$ cat config.mk
export PLATFORM = sky130hd
export DESIGN_NAME = sprite_pos_ctrl
export DESIGN_NICKNAME = d
export VERILOG_FILES = /design/src/rtl/vga_pkg.sv /design/src/rtl/axis_step.sv /design/src/rtl/sprite_pos_ctrl.sv
export SDC_FILE = /design/constraint.sdc
export NUM_CORES = 1
export LEC_CHECK = 0
export BUFFER_PORTS_ARGS = -buffer_cell sky130_fd_sc_hd__buf_2
export CAP_MARGIN = 0
export CORE_UTILIZATION = 63
export CTS_BUF_LIST = sky130_fd_sc_hd__clkbuf_4 sky130_fd_sc_hd__clkbuf_8
export CTS_CLUSTER_SIZE = 28
export DETAILED_ROUTE_END_ITERATION = 12
export GPL_TIMING_DRIVEN = 1
export PLACE_DENSITY_LB_ADDON = 0.1
export SLEW_MARGIN = 20
export SYNTH_ARGS = -nofsm -noshare
export SYNTH_HDL_FRONTEND = slang
export SYNTH_HIERARCHICAL = 1
export SYNTH_SLANG_ARGS = --single-unit
$ cat constraint.sdc
create_clock -name clk -period 5.69 [get_ports clk]
set_clock_uncertainty 0.1 [all_clocks]
set_input_delay 1.138 -clock clk [delete_from_list [all_inputs] [get_ports clk]]
set_output_delay 1.138 -clock clk [all_outputs]
set_load 0.02 [all_outputs]
$ cat src/rtl/vga_pkg.sv
// Shared VGA constants and enums for the sprite position controller.
//   H_ACTIVE_DEFAULT / V_ACTIVE_DEFAULT : default visible raster size
//   dir_e   : bit index of each request in the sticky request vector
//   state_e : request/apply controller states
package vga_pkg;

    localparam int unsigned H_ACTIVE_DEFAULT = 640;
    localparam int unsigned V_ACTIVE_DEFAULT = 480;
    localparam int unsigned N_DIR            = 5;

    typedef enum logic [2:0] {
        DIR_UP     = 3'd0,
        DIR_DOWN   = 3'd1,
        DIR_LEFT   = 3'd2,
        DIR_RIGHT  = 3'd3,
        DIR_CENTER = 3'd4
    } dir_e;

    typedef enum logic [1:0] {
        IDLE  = 2'd0,
        ARMED = 2'd1,
        APPLY = 2'd2
    } state_e;

endpackage

$ cat src/rtl/axis_step.sv
// One-axis position step: computes the next coordinate from the current one.
// Ports:
//   i_cur     current coordinate
//   i_inc     step by +STEP
//   i_dec     step by -STEP (cancels i_inc when both set)
//   i_centre  jump to i_max/2, overriding inc/dec
//   i_max     largest legal coordinate
//   o_next    next coordinate (combinational)
//   o_changed o_next differs from i_cur
// Build option: SPRITE_WRAP_EN makes out-of-range results wrap to the
// opposite limit instead of clamping.
module axis_step #(
    parameter int unsigned W    = 10,
    parameter int unsigned STEP = 8
) (
    input  logic [W-1:0] i_cur,
    input  logic         i_inc,
    input  logic         i_dec,
    input  logic         i_centre,
    input  logic [W-1:0] i_max,
    output logic [W-1:0] o_next,
    output logic         o_changed
);

    localparam logic signed [W:0] STEP_S = $signed((W+1)'(STEP));

    logic signed [W:0] w_cur_s;
    logic signed [W:0] w_max_s;
    logic signed [W:0] w_sum;

    // One extra signed bit so both underflow and overflow are visible
    always_comb begin
        w_cur_s = $signed({1'b0, i_cur});
        w_max_s = $signed({1'b0, i_max});
        w_sum   = w_cur_s;
        if (i_inc && !i_dec) begin
            w_sum = w_cur_s + STEP_S;
        end else if (i_dec && !i_inc) begin
            w_sum = w_cur_s - STEP_S;
        end

        o_next = i_cur;
        if (i_centre) begin
            o_next = i_max >> 1;
        end else if (w_sum[W]) begin
`ifdef SPRITE_WRAP_EN
            o_next = i_max;
`else
            o_next = '0;
`endif
        end else if (w_sum > w_max_s) begin
`ifdef SPRITE_WRAP_EN
            o_next = '0;
`else
            o_next = i_max;
`endif
        end else begin
            o_next = w_sum[W-1:0];
        end

        o_changed = (o_next != i_cur);
    end

endmodule

$ cat src/rtl/sprite_pos_ctrl.sv
// Sprite position controller: latches button pulses during a frame and
// applies them once per frame at frame_start so the sprite never tears.
// Ports:
//   clk, clr_n                      clock, async active-low reset
//   up_p/down_p/left_p/right_p      one-cycle move pulses
//   center_p                        one-cycle recentre pulse
//   frame_start                     one-cycle pulse at start of vblank
//   x_pos, y_pos                    sprite top-left corner
//   pending                         requests latched, not yet applied
//   moved                           one-cycle pulse when position changed
//   edge_x, edge_y                  position at an axis limit (combinational)
// Build option: SPRITE_WRAP_EN selects wrap instead of clamp at the limits.
module sprite_pos_ctrl
    import vga_pkg::*;
#(
    parameter int unsigned H_ACTIVE = H_ACTIVE_DEFAULT,
    parameter int unsigned V_ACTIVE = V_ACTIVE_DEFAULT,
    parameter int unsigned SPR_W    = 16,
    parameter int unsigned SPR_H    = 16,
    parameter int unsigned STEP     = 8,
    parameter int unsigned XW       = 10,
    parameter int unsigned YW       = 10
) (
    input  logic          clk,
    input  logic          clr_n,
    input  logic          up_p,
    input  logic          down_p,
    input  logic          left_p,
    input  logic          right_p,
    input  logic          center_p,
    input  logic          frame_start,
    output logic [XW-1:0] x_pos,
    output logic [YW-1:0] y_pos,
    output logic          pending,
    output logic          moved,
    output logic          edge_x,
    output logic          edge_y
);

    localparam int unsigned X_MAX   = H_ACTIVE - SPR_W;
    localparam int unsigned Y_MAX   = V_ACTIVE - SPR_H;
    localparam logic [XW-1:0] X_MAX_V = XW'(X_MAX);
    localparam logic [YW-1:0] Y_MAX_V = YW'(Y_MAX);
    localparam logic [XW-1:0] X_MID_V = XW'(X_MAX / 2);
    localparam logic [YW-1:0] Y_MID_V = YW'(Y_MAX / 2);

    state_e            r_state;
    state_e            w_state_nx;
    logic [N_DIR-1:0]  w_pulses;
    logic [N_DIR-1:0]  r_sticky;
    logic [N_DIR-1:0]  w_sticky_nx;
    logic [N_DIR-1:0]  r_apply;
    logic [N_DIR-1:0]  w_apply_nx;
    logic [XW-1:0]     r_x;
    logic [XW-1:0]     w_x_nx;
    logic [YW-1:0]     r_y;
    logic [YW-1:0]     w_y_nx;
    logic              w_x_chg;
    logic              w_y_chg;
    logic              r_pending;
    logic              r_moved;

    // Gather request pulses into a direction-indexed vector
    always_comb begin
        w_pulses             = '0;
        w_pulses[DIR_UP]     = up_p;
        w_pulses[DIR_DOWN]   = down_p;
        w_pulses[DIR_LEFT]   = left_p;
        w_pulses[DIR_RIGHT]  = right_p;
        w_pulses[DIR_CENTER] = center_p;
    end

    // Next-state logic; at frame_start the sticky set moves into the apply
    // register and restarts with only the pulses of that same cycle
    always_comb begin
        w_state_nx  = r_state;
        w_sticky_nx = r_sticky | w_pulses;
        w_apply_nx  = r_apply;
        case (r_state)
            IDLE: begin
                if (|w_pulses) begin
                    w_state_nx = ARMED;
                end
            end
            ARMED: begin
                if (frame_start) begin
                    w_state_nx  = APPLY;
                    w_apply_nx  = r_sticky;
                    w_sticky_nx = w_pulses;
                end
            end
            APPLY: begin
                w_apply_nx = '0;
                w_state_nx = (|w_sticky_nx) ? ARMED : IDLE;
            end
            default: begin
                w_state_nx = IDLE;
            end
        endcase
    end

    // y grows downward, so "down" increments and "up" decrements
    axis_step #(.W(XW), .STEP(STEP)) u_axis_x (
        .i_cur     (r_x),
        .i_inc     (r_apply[DIR_RIGHT]),
        .i_dec     (r_apply[DIR_LEFT]),
        .i_centre  (r_apply[DIR_CENTER]),
        .i_max     (X_MAX_V),
        .o_next    (w_x_nx),
        .o_changed (w_x_chg)
    );

    axis_step #(.W(YW), .STEP(STEP)) u_axis_y (
        .i_cur     (r_y),
        .i_inc     (r_apply[DIR_DOWN]),
        .i_dec     (r_apply[DIR_UP]),
        .i_centre  (r_apply[DIR_CENTER]),
        .i_max     (Y_MAX_V),
        .o_next    (w_y_nx),
        .o_changed (w_y_chg)
    );

    // State, request and position registers
    always_ff @(posedge clk or negedge clr_n) begin
        if (!clr_n) begin
            r_state   <= IDLE;
            r_sticky  <= '0;
            r_apply   <= '0;
            r_x       <= X_MID_V;
            r_y       <= Y_MID_V;
            r_pending <= 1'b0;
            r_moved   <= 1'b0;
        end else begin
            r_state   <= w_state_nx;
            r_sticky  <= w_sticky_nx;
            r_apply   <= w_apply_nx;
            r_pending <= (w_state_nx != IDLE);
            r_moved   <= 1'b0;
            if (r_state == APPLY) begin
                r_x     <= w_x_nx;
                r_y     <= w_y_nx;
                r_moved <= w_x_chg | w_y_chg;
            end
        end
    end

    assign x_pos   = r_x;
    assign y_pos   = r_y;
    assign pending = r_pending;
    assign moved   = r_moved;
    assign edge_x  = (r_x == '0) || (r_x == X_MAX_V);
    assign edge_y  = (r_y == '0) || (r_y == Y_MAX_V);

endmodule

* After elaboration in Yosys (flattened, before gate mapping)
Index checks and enable logic that the tools add are counted.
** Cells by class
- Add/sub/neg operators :: 4
- Multipliers :: 0
- Div/mod/pow operators :: 0
- Order comparisons :: 2
- Equality and inequality tests :: 7
- Shifts and indexed selects :: 0
- Muxes and demuxes :: 19
- Bitwise operators :: 2
- Reductions and logical operators :: 18
** Operator list (count)
- $mux 10 :: 6
- $mux 11 :: 4
- $add 10x4->11 const B :: 2
- $sub 10x4->11 const B :: 2
- $logic_not 10->1 :: 2
- $ne 10x10->1 :: 2
- $mux 5 :: 3
- $gt 11x10->1 const B :: 1
- $gt 11x11->1 const B :: 1
- $eq 10x10->1 const B :: 1
- $eq 10x9->1 const B :: 1
- $pmux 5 s2 :: 1
- $reduce_or 5->1 :: 2
- $pmux 2 s3 :: 1
- $or 5x5->5 :: 1
- $logic_and 1x1->1 :: 4
- $logic_not 1->1 :: 4
- $mux 2 :: 2
- $reduce_bool 2->1 :: 2
- $eq 2x1->1 const B :: 1
- $eq 2x2->1 const B :: 1
- $logic_not 2->1 :: 1
- $logic_or 1x1->1 :: 2
- $mux 1 :: 2
- 3 further kinds :: 3
** Storage, ports and cells
- Flip-flop bits (word level) :: 34
- Latch bits :: 0
- RAM bits :: 0
- Bits in read-only memories :: 0
- Input bits :: 8
- Output and inout bits :: 24
- Word-level logic and storage cells :: 59
- Memories :: 0

* Longest topological paths before layout
- Word-level depth :: 11
- Mapped depth :: 19
- Depth with buffers taken out :: 16

* By module
Netlist, hierarchy kept.
** By module, submodules not included
- axis_step :: instances 2, cells each 187, area each 1214.9 um^2
- sprite_pos_ctrl :: instances 1, cells each 143, area each 1402.6 um^2

* Worst setup path after synthesis
OpenSTA, ideal clock, no wires.
- Kind :: register -> register
- Start point :: register r_x[7] (netlist: x_pos[7])
- End point :: register r_moved (netlist: moved)
- Library setup time :: 0.132 ns
- Arrival :: 4.121 ns
- Data required time :: 5.458 ns
- Slack :: 1.337 ns
- Stages on the path, launching flop included :: 17
- Buffers on the path :: 2
- Period minus slack after synthesis :: 4.353 ns
- Cells stage by stage :: dfrtp_1 buf_6 or4_4 or2_2 o21ai_0 xor2_1 ha_1 a22oi_1 o211ai_1 o211ai_1 clkbuf_1 mux2i_1 o311ai_0 or4_1 or3_1 nor2_1 nor2_1
** On the way
- Word-level cells in the longest chain between the ends :: 10
** Ends and longest elaborated chain
- start: declaration :: RTL line sprite_pos_ctrl.sv:54 : logic [XW-1:0] r_x;
- start signal: assignment :: RTL line sprite_pos_ctrl.sv:140 : r_x <= w_x_nx;
- $sub 10x4->11 :: RTL line axis_step.sv:39 : w_sum = w_cur_s - STEP_S;
- $mux 11 :: RTL line axis_step.sv:38 : end else if (i_dec && !i_inc) begin
- $mux 11 :: RTL line axis_step.sv:36 : if (i_inc && !i_dec) begin
- $gt 11x11->1 :: RTL line axis_step.sv:51 : end else if (w_sum > w_max_s) begin
- $mux 10 :: RTL line axis_step.sv:51
- $mux 10 :: RTL line axis_step.sv:45 : end else if (w_sum[W]) begin
- $mux 10 :: RTL line axis_step.sv:43 : if (i_centre) begin
- $ne 10x10->1 * :: RTL line axis_step.sv:61 : o_changed = (o_next != i_cur);
- named net w_x_chg :: RTL line sprite_pos_ctrl.sv:58 : logic w_x_chg;
- $or 1x1->1 * :: RTL line sprite_pos_ctrl.sv:142 : r_moved <= w_x_chg | w_y_chg;
- $mux 1 * :: RTL line sprite_pos_ctrl.sv:139 : if (r_state == APPLY) begin
- end signal: assignment :: RTL line sprite_pos_ctrl.sv:142
- end: declaration :: RTL line sprite_pos_ctrl.sv:61 : logic r_moved;
Mark *: on every way through the listed nets, which the timed path passes. The rest lies on a longest branch.
A chain may end at the register's enable or synchronous reset.

* Final worst setup path
- Start point :: register r_x[6] (netlist: x_pos[6])
- End point :: register r_moved (netlist: moved)
The elaborated chain is that of the path after synthesis.

==> impl_metrics.env <==
export IMPL_power_density_nw_per_um2=613
export IMPL_cts_max_level=2
export IMPL_yosys_area_top_type="dfrtp_1"
export IMPL_grt_pass1_wl_mm=15.9
export IMPL_yosysWarnings=6
export IMPL_drv_cap=0
export IMPL_setup_violations=0
export IMPL_post_cts_buffers=0
export IMPL_synth_async_reset_ratio_pct=100
export IMPL_cts_root_buf="clkbuf_8"
export IMPL_vias=3955
export IMPL_area_growth_synth_to_final_pct=12.2
export IMPL_rsz0062_at_grt="false"
export IMPL_cts_tree="built"
export IMPL_fin_setup_tns_ns=0
export IMPL_first_global_vias=3427
export IMPL_crit_type="reg2reg"
export IMPL_worst_setup_path_start_kind="flop"
export IMPL_dp_hpwl_mm=7.36
export IMPL_synthFlopType="dfrtp_1"
export IMPL_detail_route_wl_per_cell_um=14.8
export IMPL_cts_clk_slew_worst_paths_ns=0.07
export IMPL_die_x_um=80.0
export IMPL_relSlewSlack_pct=35.2
export IMPL_synth_common_cells="nand2_1, inv_1, a21oi_1, dfrtp_1, nor2_1"
export IMPL_hold_viol=0
export IMPL_ir_worst_vdd_uv=354
export IMPL_ys_ff_latch=34
export IMPL_worstPathRequired_ns=5.72
export IMPL_fin_crit_sh_pct=88.9
export IMPL_cts_made_buffers=5
export IMPL_p_leak_nw=2.06
export IMPL_cts_resized=0
export IMPL_overflow=0
export IMPL_die_h_um=80.0
export IMPL_hold_ws_ns=0.401
export IMPL_max_freq_mhz=198
export IMPL_routed_wl_mm=9.79
export IMPL_final_layout_size_suffix_gt1_share_pct=13.4
export IMPL_layout_min_cycle_time_ns=5.06
export IMPL_postCtsHoldBufs=0
export IMPL_insertion_delay_ns=0.29
export IMPL_cp_arrival_ns=5.09
export IMPL_synth_distinct_cells=54
export IMPL_drc=0
export IMPL_fp_dieArea_sq_um=6400
export IMPL_syn_area_per_cell_sq_um=7.41
export IMPL_diodes=0
export IMPL_track_usage_pct=31.4
export IMPL_synthCells=517
export IMPL_cp_max_fo=15
export IMPL_rows=28
export IMPL_ff2ff_path_depth=15
export IMPL_holdPathStages=2
export IMPL_slew_viol_final=0
export IMPL_finalCoreUtilization_pct=73.1
export IMPL_worst_pin_slew_ns=0.972
export IMPL_vias_per_cell=5.97
export IMPL_clock_path_buffers=2
export IMPL_synthTopCellsByArea="dfrtp_1, nand2_1, ha_1"
export IMPL_place_gp_congestion=0.932
export IMPL_cts_sinks=34
export IMPL_syn_area_sq_um=3830
export IMPL_fin_nets=619
export IMPL_drtAntennaViolNets=0
export IMPL_dr_pass1_iters=5
export IMPL_initial_core_util_pct=65.1
export IMPL_ios=32
export IMPL_min_path_type="reg2reg"
export IMPL_grt_max_degree=35
export IMPL_ys_seq_area_share_pct=22.5
export IMPL_yosysMostFrequentCell="nand2_1"
export IMPL_core_sq_um=5890
export IMPL_drt_iter0_markers=309
export IMPL_netlist_area_leader_share_pct=17.0
export IMPL_antenna_found_initial=0
export IMPL_crit_path_end_kind="flop"
export IMPL_portBuffers=31
export IMPL_outcome="completed"
export IMPL_synth_edf_count=0
## layer usage
metal	GRT usage, %	up-vias	wire length, um
met3	5.94	16	690
met5	0	-	0
met2	49.4	165	4470
li1	-	1933	-
met4	6.79	0	139
met1	44.2	1841	4490
## registers in the layout, summed over array words and instances (netlist names)
signal and count:
x_pos 10, y_pos 10, r_apply 5, r_sticky 5
r_state 2, moved 1, pending 1
## metrics by stage
step                power, mW  instances  setup slack, ns  area (sq um)
finish                   2.64        663            0.633          4300
global route             2.85        663            0.417          4300
CTS                      2.59        662            0.739          4290
detailed placement       2.34        654            0.770          4170
global placement         2.29        654            0.945          4170
floorplan                1.96        575             1.34          4050
## where the power goes
group          total (mW)  internal (mW)  switching (mW)
Sequential          0.643          0.362           0.281
Clock               0.236          0.148          0.0884
Combinational        1.76          0.739            1.02
## critical path: stages, from the launching register on
cell and delay [ns]:
dfrtp_1 0.55, or4_4 0.62, or2_2 0.28, o21ai_0 0.18, xor2_1 0.23, ha_1 0.28
a22oi_1 0.19, o211ai_1 0.13, o211ai_1 0.71, buf_4 0.32, mux2i_1 0.24, o311ai_0 0.15
or4_1 0.41, or3_1 0.36, nor2_1 0.09, nor2_1 0.04
## path summary, 6_finish.rpt
kind / start / end / slack, ns
setup reg to reg: x_pos[6] / moved / 0.63
hold / removal: r_sticky[4] / r_apply[4] / 0.40
setup / recovery: x_pos[6] / moved / 0.63
hold reg to reg: r_sticky[4] / r_apply[4] / 0.40
min in group asynchronous: clr_n / y_pos[1] / 0.81
max in group asynchronous: clr_n / r_sticky[4] / 4.19
## logic make-up (layout without fill, tap and decap cells)
group | after synthesis | in the layout | synth area share [%]
xor+xnor | 20 | 20 | 4.57
mux | 14 | 14 | 3.79
compound gates | 113 | 113 | 20.9
flops | 34 | 34 | 22.5
other cells | 2 | 60 | 0.196
fa+ha+maj | 24 | 24 | 7.84
buf+inv | 63 | 76 | 7.31
simple gates | 247 | 247 | 33.0
## layout by cell type, fill, tap and decap left out, types with 5 or more instances in the layout
| cell type | instances |
|---|---|
| a21oi_1 | 26 |
| mux2i_1 | 10 |
| ha_1 | 24 |
| o22ai_1 | 14 |
| a21o_1 | 5 |
| o21ai_0 | 25 |
| nor2b_1 | 5 |
| nand2b_1 | 6 |
| nand2_1 | 116 |
| dfstp_2 | 8 |
| clkbuf_8 | 6 |
| inv_1 | 29 |
| conb_1 | 60 |
| o211ai_1 | 8 |
| buf_2 | 31 |
| nor2_1 | 26 |
| xnor2_1 | 10 |
| or2_2 | 6 |
| nand4_1 | 13 |
| nand3_1 | 11 |
| nand3b_1 | 9 |
| buf_4 | 6 |
| or3_1 | 10 |
| nor3_1 | 10 |
| dfrtp_1 | 26 |
| or4_1 | 11 |
| xor2_1 | 10 |
## final cells by class
cell class | instances | area [sq um]
tap | 75 | 93.8
clock inverter | 1 | 30.0
fill | 497 | 1590
sequential | 34 | 861
multi-input combinational | 478 | 2910
clock buffer | 7 | 90.1
inverter | 31 | 116
timing repair buffer | 37 | 200
No activity file was read; power rests on OpenSTA's default activity.
